--- config.mk ---
export PLATFORM = sky130hd
export DESIGN_NAME = i2c_register_bank
export DESIGN_NICKNAME = d
export VERILOG_FILES = /design/src/rtl/i2c_reg_pkg.sv /design/src/rtl/i2c_reg_file.sv /design/src/rtl/i2c_register_bank.sv
export SDC_FILE = /design/constraint.sdc
export NUM_CORES = 1
export LEC_CHECK = 0
export ABC_AREA = 1
export BUFFER_PORTS_ARGS = -buffer_cell sky130_fd_sc_hd__buf_4
export CORE_MARGIN = 8
export CORE_UTILIZATION = 48
export DETAILED_ROUTE_END_ITERATION = 6
export GPL_TIMING_DRIVEN = 0
export PLACE_DENSITY = 0.83
export SKIP_LAST_GASP = 1
export SYNTH_ARGS = -nofsm -noshare
export SYNTH_HDL_FRONTEND = slang
export SYNTH_SLANG_ARGS = --single-unit
--- constraint.sdc ---
create_clock -name clk -period 2.27 [get_ports clk]
set_clock_uncertainty 0.15 [all_clocks]
set_input_delay 0.454 -clock clk [delete_from_list [all_inputs] [get_ports clk]]
set_output_delay 0.454 -clock clk [all_outputs]
set_load 0.1 [all_outputs]
--- src/rtl/i2c_reg_pkg.sv ---
// rtl/i2c_reg_pkg.sv - shared state encoding, default address and register map for i2c_register_bank
package i2c_reg_pkg;

  typedef enum logic [1:0] {
    S_IDLE  = 2'd0,
    S_PTR   = 2'd1,
    S_WRITE = 2'd2,
    S_READ  = 2'd3
  } state_t;

  localparam logic [6:0] DEFAULT_I2C_ADDRESS = 7'h42;
  localparam int         DEFAULT_NUM_REGS    = 16;
  localparam int         DEFAULT_NUM_RW      = 8;

  // Register map as seen by firmware: control block first, status block after it
  localparam int REG_CTRL_BASE   = 0;
  localparam int REG_STATUS_BASE = DEFAULT_NUM_RW;
  localparam int REG_LAST        = DEFAULT_NUM_REGS - 1;

endpackage

--- src/rtl/i2c_reg_file.sv ---
// rtl/i2c_reg_file.sv - control register storage with write port and ctrl/status read mux
module i2c_reg_file
  import i2c_reg_pkg::*;
#(
  parameter int NUM_REGS = DEFAULT_NUM_REGS,
  parameter int NUM_RW   = DEFAULT_NUM_RW,
  parameter int PTR_W    = $clog2(NUM_REGS)
) (
  input  logic                           clk,
  input  logic                           rst_n,
  input  logic                           wr_en,
  input  logic [PTR_W-1:0]               wr_addr,
  input  logic [7:0]                     wr_data,
  input  logic [PTR_W-1:0]               rd_addr,
  output logic [7:0]                     rd_data,
  input  logic [(NUM_REGS-NUM_RW)*8-1:0] status_in,
  output logic [NUM_RW*8-1:0]            ctrl_regs
);

  always_ff @(posedge clk) begin
    if (!rst_n) begin
      ctrl_regs <= '0;
    end else begin
      for (int i = 0; i < NUM_RW; i++) begin
        if (wr_en && wr_addr == PTR_W'(i)) ctrl_regs[i*8 +: 8] <= wr_data;
      end
    end
  end

  // Indices past the control block read the live status inputs
  always_comb begin
    rd_data = '0;
    for (int i = 0; i < NUM_RW; i++) begin
      if (rd_addr == PTR_W'(i)) rd_data = ctrl_regs[i*8 +: 8];
    end
    for (int j = 0; j < NUM_REGS - NUM_RW; j++) begin
      if (rd_addr == PTR_W'(j + NUM_RW)) rd_data = status_in[j*8 +: 8];
    end
  end

endmodule

--- src/rtl/i2c_register_bank.sv ---
// rtl/i2c_register_bank.sv - pointer-addressed I2C register bank; I2C_REG_AUTOINC_EN enables pointer auto-increment
module i2c_register_bank
  import i2c_reg_pkg::*;
#(
  parameter logic [6:0] I2C_ADDRESS = DEFAULT_I2C_ADDRESS,
  parameter int         NUM_REGS    = DEFAULT_NUM_REGS,
  parameter int         NUM_RW      = DEFAULT_NUM_RW,
  parameter int         PTR_W       = $clog2(NUM_REGS)
) (
  input  logic                           clk,
  input  logic                           rst_n,
  input  logic [7:0]                     i2c_addr_rw,
  input  logic                           i2c_addr_rw_valid_stb,
  input  logic [7:0]                     i2c_data_rx,
  input  logic                           i2c_data_rx_valid_stb,
  output logic [7:0]                     i2c_data_tx,
  input  logic                           i2c_data_tx_done_stb,
  input  logic                           i2c_error_stb,
  output logic                           stall,
  output logic [NUM_RW*8-1:0]            ctrl_regs,
  input  logic [(NUM_REGS-NUM_RW)*8-1:0] status_in,
  output logic                           reg_wr_stb,
  output logic [PTR_W-1:0]               reg_wr_addr
);

  state_t           state, state_n;
  logic [PTR_W-1:0] ptr, ptr_n;
  logic [PTR_W-1:0] ptr_from_rx;
  logic             addr_match;
  logic             wr_en;
  logic             accepted;
  logic [1:0]       stall_cnt;
  logic [7:0]       rd_data;

  assign addr_match  = (i2c_addr_rw[7:1] == I2C_ADDRESS);
  assign ptr_from_rx = PTR_W'({24'd0, i2c_data_rx} % NUM_REGS);
  assign stall       = (stall_cnt != 2'd0);

`ifdef I2C_REG_AUTOINC_EN
  logic [PTR_W-1:0] ptr_inc;
  assign ptr_inc = (ptr == PTR_W'(NUM_REGS - 1)) ? '0 : ptr + PTR_W'(1);
`endif

  // Strobe priority: error > address > rx > tx_done
  always_comb begin
    state_n  = state;
    ptr_n    = ptr;
    wr_en    = 1'b0;
    accepted = 1'b0;
    if (i2c_error_stb) begin
      state_n = S_IDLE;
    end else if (i2c_addr_rw_valid_stb) begin
      accepted = 1'b1;
      if (addr_match) state_n = i2c_addr_rw[0] ? S_READ : S_PTR;
      else            state_n = S_IDLE;
    end else if (i2c_data_rx_valid_stb) begin
      case (state)
        S_PTR: begin
          accepted = 1'b1;
          ptr_n    = ptr_from_rx;
          state_n  = S_WRITE;
        end
        S_WRITE: begin
          accepted = 1'b1;
          wr_en    = (ptr < PTR_W'(NUM_RW));
`ifdef I2C_REG_AUTOINC_EN
          ptr_n    = ptr_inc;
`endif
        end
        default: ;
      endcase
    end else if (i2c_data_tx_done_stb && state == S_READ) begin
      accepted = 1'b1;
`ifdef I2C_REG_AUTOINC_EN
      ptr_n    = ptr_inc;
`endif
    end
  end

  always_ff @(posedge clk) begin
    if (!rst_n) begin
      state       <= S_IDLE;
      ptr         <= '0;
      stall_cnt   <= 2'd0;
      i2c_data_tx <= 8'd0;
      reg_wr_stb  <= 1'b0;
      reg_wr_addr <= '0;
    end else begin
      state       <= state_n;
      ptr         <= ptr_n;
      i2c_data_tx <= rd_data;
      reg_wr_stb  <= wr_en;
      if (wr_en) reg_wr_addr <= ptr;
      // Two stall cycles cover the ptr update and the tx byte reload behind it
      if (accepted)               stall_cnt <= 2'd2;
      else if (stall_cnt != 2'd0) stall_cnt <= stall_cnt - 2'd1;
    end
  end

  i2c_reg_file #(
    .NUM_REGS (NUM_REGS),
    .NUM_RW   (NUM_RW),
    .PTR_W    (PTR_W)
  ) u_reg_file (
    .clk       (clk),
    .rst_n     (rst_n),
    .wr_en     (wr_en),
    .wr_addr   (ptr),
    .wr_data   (i2c_data_rx),
    .rd_addr   (ptr),
    .rd_data   (rd_data),
    .status_in (status_in),
    .ctrl_regs (ctrl_regs)
  );

endmodule

==> run_results.csv <==
group,metric,value,unit
power_and_ir_drop,peak_vdd_ir,0.000331,V
routing,drt_pre_antenna_iters,6,
setup_path,r2r_cells,8,
grt,grt.overflow.total,0,
routing,route.vias.total,4837,
setup_path,worstPathRequired,2.37,ns
run,maxCapViolations,0,
setup_path,r2r_setup_slack,0.15,ns
routing,drt_wl_total,15000,microns
setup_path,critPathLaunchType,"flop",
timing,final.period_utilization,93.4,%
setup_path,path_class,"reg -> reg",
grt,number_of_antenna_violations_at_the_first_check_in_global_routing,0,
power_and_ir_drop,post-layout-total-power,2.88,mW
power_and_ir_drop,cellLeakagePower,2.54,nW
clocking,clock_network_latency_to_the_later_pin_of_the_worst_skew_pair,0.35,ns
floorplanning,initial_core_util,49.2,%
setup_path,data_arrival_time_of_the_critical_path,2.22,ns
synth,ys_types,26,
routing,drcViolationCount,0,
routing,drtIter0Drc,379,
timing,worst_hold_slack,0.178,ns
grt,first_global_vias,4536,
floorplanning,ioPinCount,164,
timing,max_freq,472,MHz
place,globalplace.congestion,0.912,
final_layout,layout.cells.most_common,"sky130_fd_sc_hd__nor2_1",
clocking,cts.hold.buffers_added,0,
place,port_buf_inserts,158,
clocking,cts_setup_buffers,0,
grt,grt_util_all_layers,24.6,%
timing,final-max-slew-violation-count,0,
routing,route.detailed.vias_per_inst,5.42,
synth,yosysWarnings,0,
clocking,cts_resized,0,
final_layout,fin_nets,875,
routing,ant_nets,0,
floorplanning,fp-row-count,33,
final_layout,layout.area.seq,1700,sq um
synth,mapped_cell_area,4020,sq um
outcome,outcome,"finished clean",
synth,synth.yosys.seq_area_share,42.3,%
synth,post-synth-top-area-cell,"sky130_fd_sc_hd__dfxtp_1",
final_layout,layout_common_cells,"sky130_fd_sc_hd__nor2_1 (163), sky130_fd_sc_hd__buf_4 (158), sky130_fd_sc_hd__nand2_1 (111), sky130_fd_sc_hd__dfxtp_1 (84), sky130_fd_sc_hd__o21ai_0 (77)",
synth,synth.top_cells.by_area,"sky130_fd_sc_hd__dfxtp_1 (42%), sky130_fd_sc_hd__nor2_1 (15%), sky130_fd_sc_hd__nand2_1 (11%)",
clocking,cts_root_buffer,"sky130_fd_sc_hd__clkbuf_8",
clocking,clk_pin_slew,0.09,ns
clocking,cts_made_buffers,9,
timing,timing.final.crit_period,2.12,ns
synth,synth_largest_type_area_fraction,42.3,%
clocking,clock_sinks,85,
setup_path,worst_setup_path_endpoint,"u_reg_file.ctrl_regs[41]",
setup_path,worstPathMaxFanout,10,
synth,post_synth_inst_count,617,
clocking,max-clock-path-buffers,2,
clocking,number_of_h_tree_branching_levels,3,
worst_hold_path,worstHoldPathType,"in -> reg",
floorplanning,die_area,11600,sq um
synth,postSynthNetCount,706,
grt,global_route_wire_length_before_repair,22700,microns
power_and_ir_drop,power_density,518,nW/um^2
setup_path,endpoint_kind,"flop",
timing,setup_viol,0,
setup_path,crit-reg2reg-capture,"u_reg_file.ctrl_regs[41]",
synth,synth-seq-cells,85,
setup_path,crit-reg2reg-launch,"state[0]",
final_layout,insertedDiodeCount,0,
timing,worst_slew_pin_tran,0.691,ns
final_layout,multiInputGateArea,2050,sq um
floorplanning,die-height,108,microns
place,place_hpwl,11600,microns
final_layout,nFillCells,763,
grt,grt_max_degree,14,
floorplanning,dieWidth,108,microns
synth,syn_avg_cell_area,6.51,sq um
final_layout,final_layout_size_suffix_gt1_share,26.3,%
setup_path,timing.critical_path.from,"state[0]",
timing,setup_repair_after_global_routing_missed_its_margin,"true",
routing,wl_per_cell,16.8,microns
final_layout,synth_to_layout_area_growth,38.3,%
clocking,clock_tree_from_tritoncts,"yes",
floorplanning,placeableCoreArea,8180,sq um
timing,hold_viol_final,0,
timing,slew_headroom,53.8,%
==> power by group <==
part / internal, mW / leakage (nW) / switching, mW
Clock: 0.604 / 0.0972 / 0.540
Combinational: 0.115 / 1.76 / 0.122
Sequential: 1.49 / 0.685 / 0.00286
==> worst max-delay path, cell delays in order (launching register included) <==
cell and delay [ns]:
sky130_fd_sc_hd__dfxtp_1 0.39, sky130_fd_sc_hd__inv_1 0.06, sky130_fd_sc_hd__ha_1 0.20, sky130_fd_sc_hd__nand4_2 0.26, sky130_fd_sc_hd__clkinvlp_4 0.31, sky130_fd_sc_hd__nand2_2 0.23
sky130_fd_sc_hd__inv_1 0.20, sky130_fd_sc_hd__nor2_1 0.15, sky130_fd_sc_hd__nor2_1 0.06
==> synth_stat cells, drive strengths merged <==
cell,instances
clkbuf,9
o21ai,79
clkinv,2
nor4b,1
nand3b,1
buf,7
a21oi,35
nor2,173
inv,56
dfxtp,85
a221oi,1
nand3,17
nand2,117
nand4,23
ha,3
nor3b,1
nor3,1
or2,5
o22ai,1
==> layer usage <==
layer | wire [microns] | up-vias | GRT usage (%)
met5 | 0 | - | 0
met4 | 323 | 0 | 10.5
met3 | 1470 | 23 | 4.79
met2 | 7310 | 267 | 42.7
met1 | 5910 | 2226 | 28.7
li1 | - | 2321 | -
==> kinds of logic (layout without fill, tap and decap cells) <==
group / after synthesis / in the layout / share of synthesized area (%)
flops: 85 / 85 / 42.3
buf+inv: 74 / 245 / 6.97
fa+ha+maj: 3 / 3 / 0.934
compound gates: 116 / 116 / 14.6
simple gates: 339 / 339 / 35.2
==> metrics by stage <==
stage	utilization [%]	setup TNS (ns)	instances	worst slack [ns]	instance area, sq um
floorplan	-	0	617	0.426	4020
CTS	67.7	0	893	0.0261	5540
finish	68.0	0	893	0.150	5560
global route	68.0	-0.0229	893	-0.0152	5560
global placement	65.3	0	880	0.0227	5340
detailed placement	65.3	-0.0683	880	-0.0264	5340
==> area by class of cell <==
class                   instances  area share (%)
multi-input cells             458            36.9
repair buffers                158            21.3
flip-flops and latches         85            30.6
well taps                     105            2.36
plain buffers                  16            1.13
clock inverters                 4            1.37
clock buffers                   9            2.23
inverters                      58            3.99
==> sequential cells by signal, summed over array words and instances (netlist names) <==
signal                cells
i2c_data_tx               8
ptr                       4
reg_wr_addr               4
reg_wr_stb                1
stall_cnt                 2
state                     2
u_reg_file.ctrl_regs     64
==> worst min-delay path by stage <==
stage	start	endpoint	cells after the start
floorplan	stall_cnt[0]	stall_cnt[0]	1
global placement	stall_cnt[0]	stall_cnt[0]	1
detailed placement	reg_wr_addr[3]	reg_wr_addr[3]	2
CTS	i2c_addr_rw_valid_stb	state[1]	2
global route	i2c_addr_rw_valid_stb	state[1]	2
finish	i2c_addr_rw_valid_stb	state[1]	2
(Power assumes the default switching activity.)
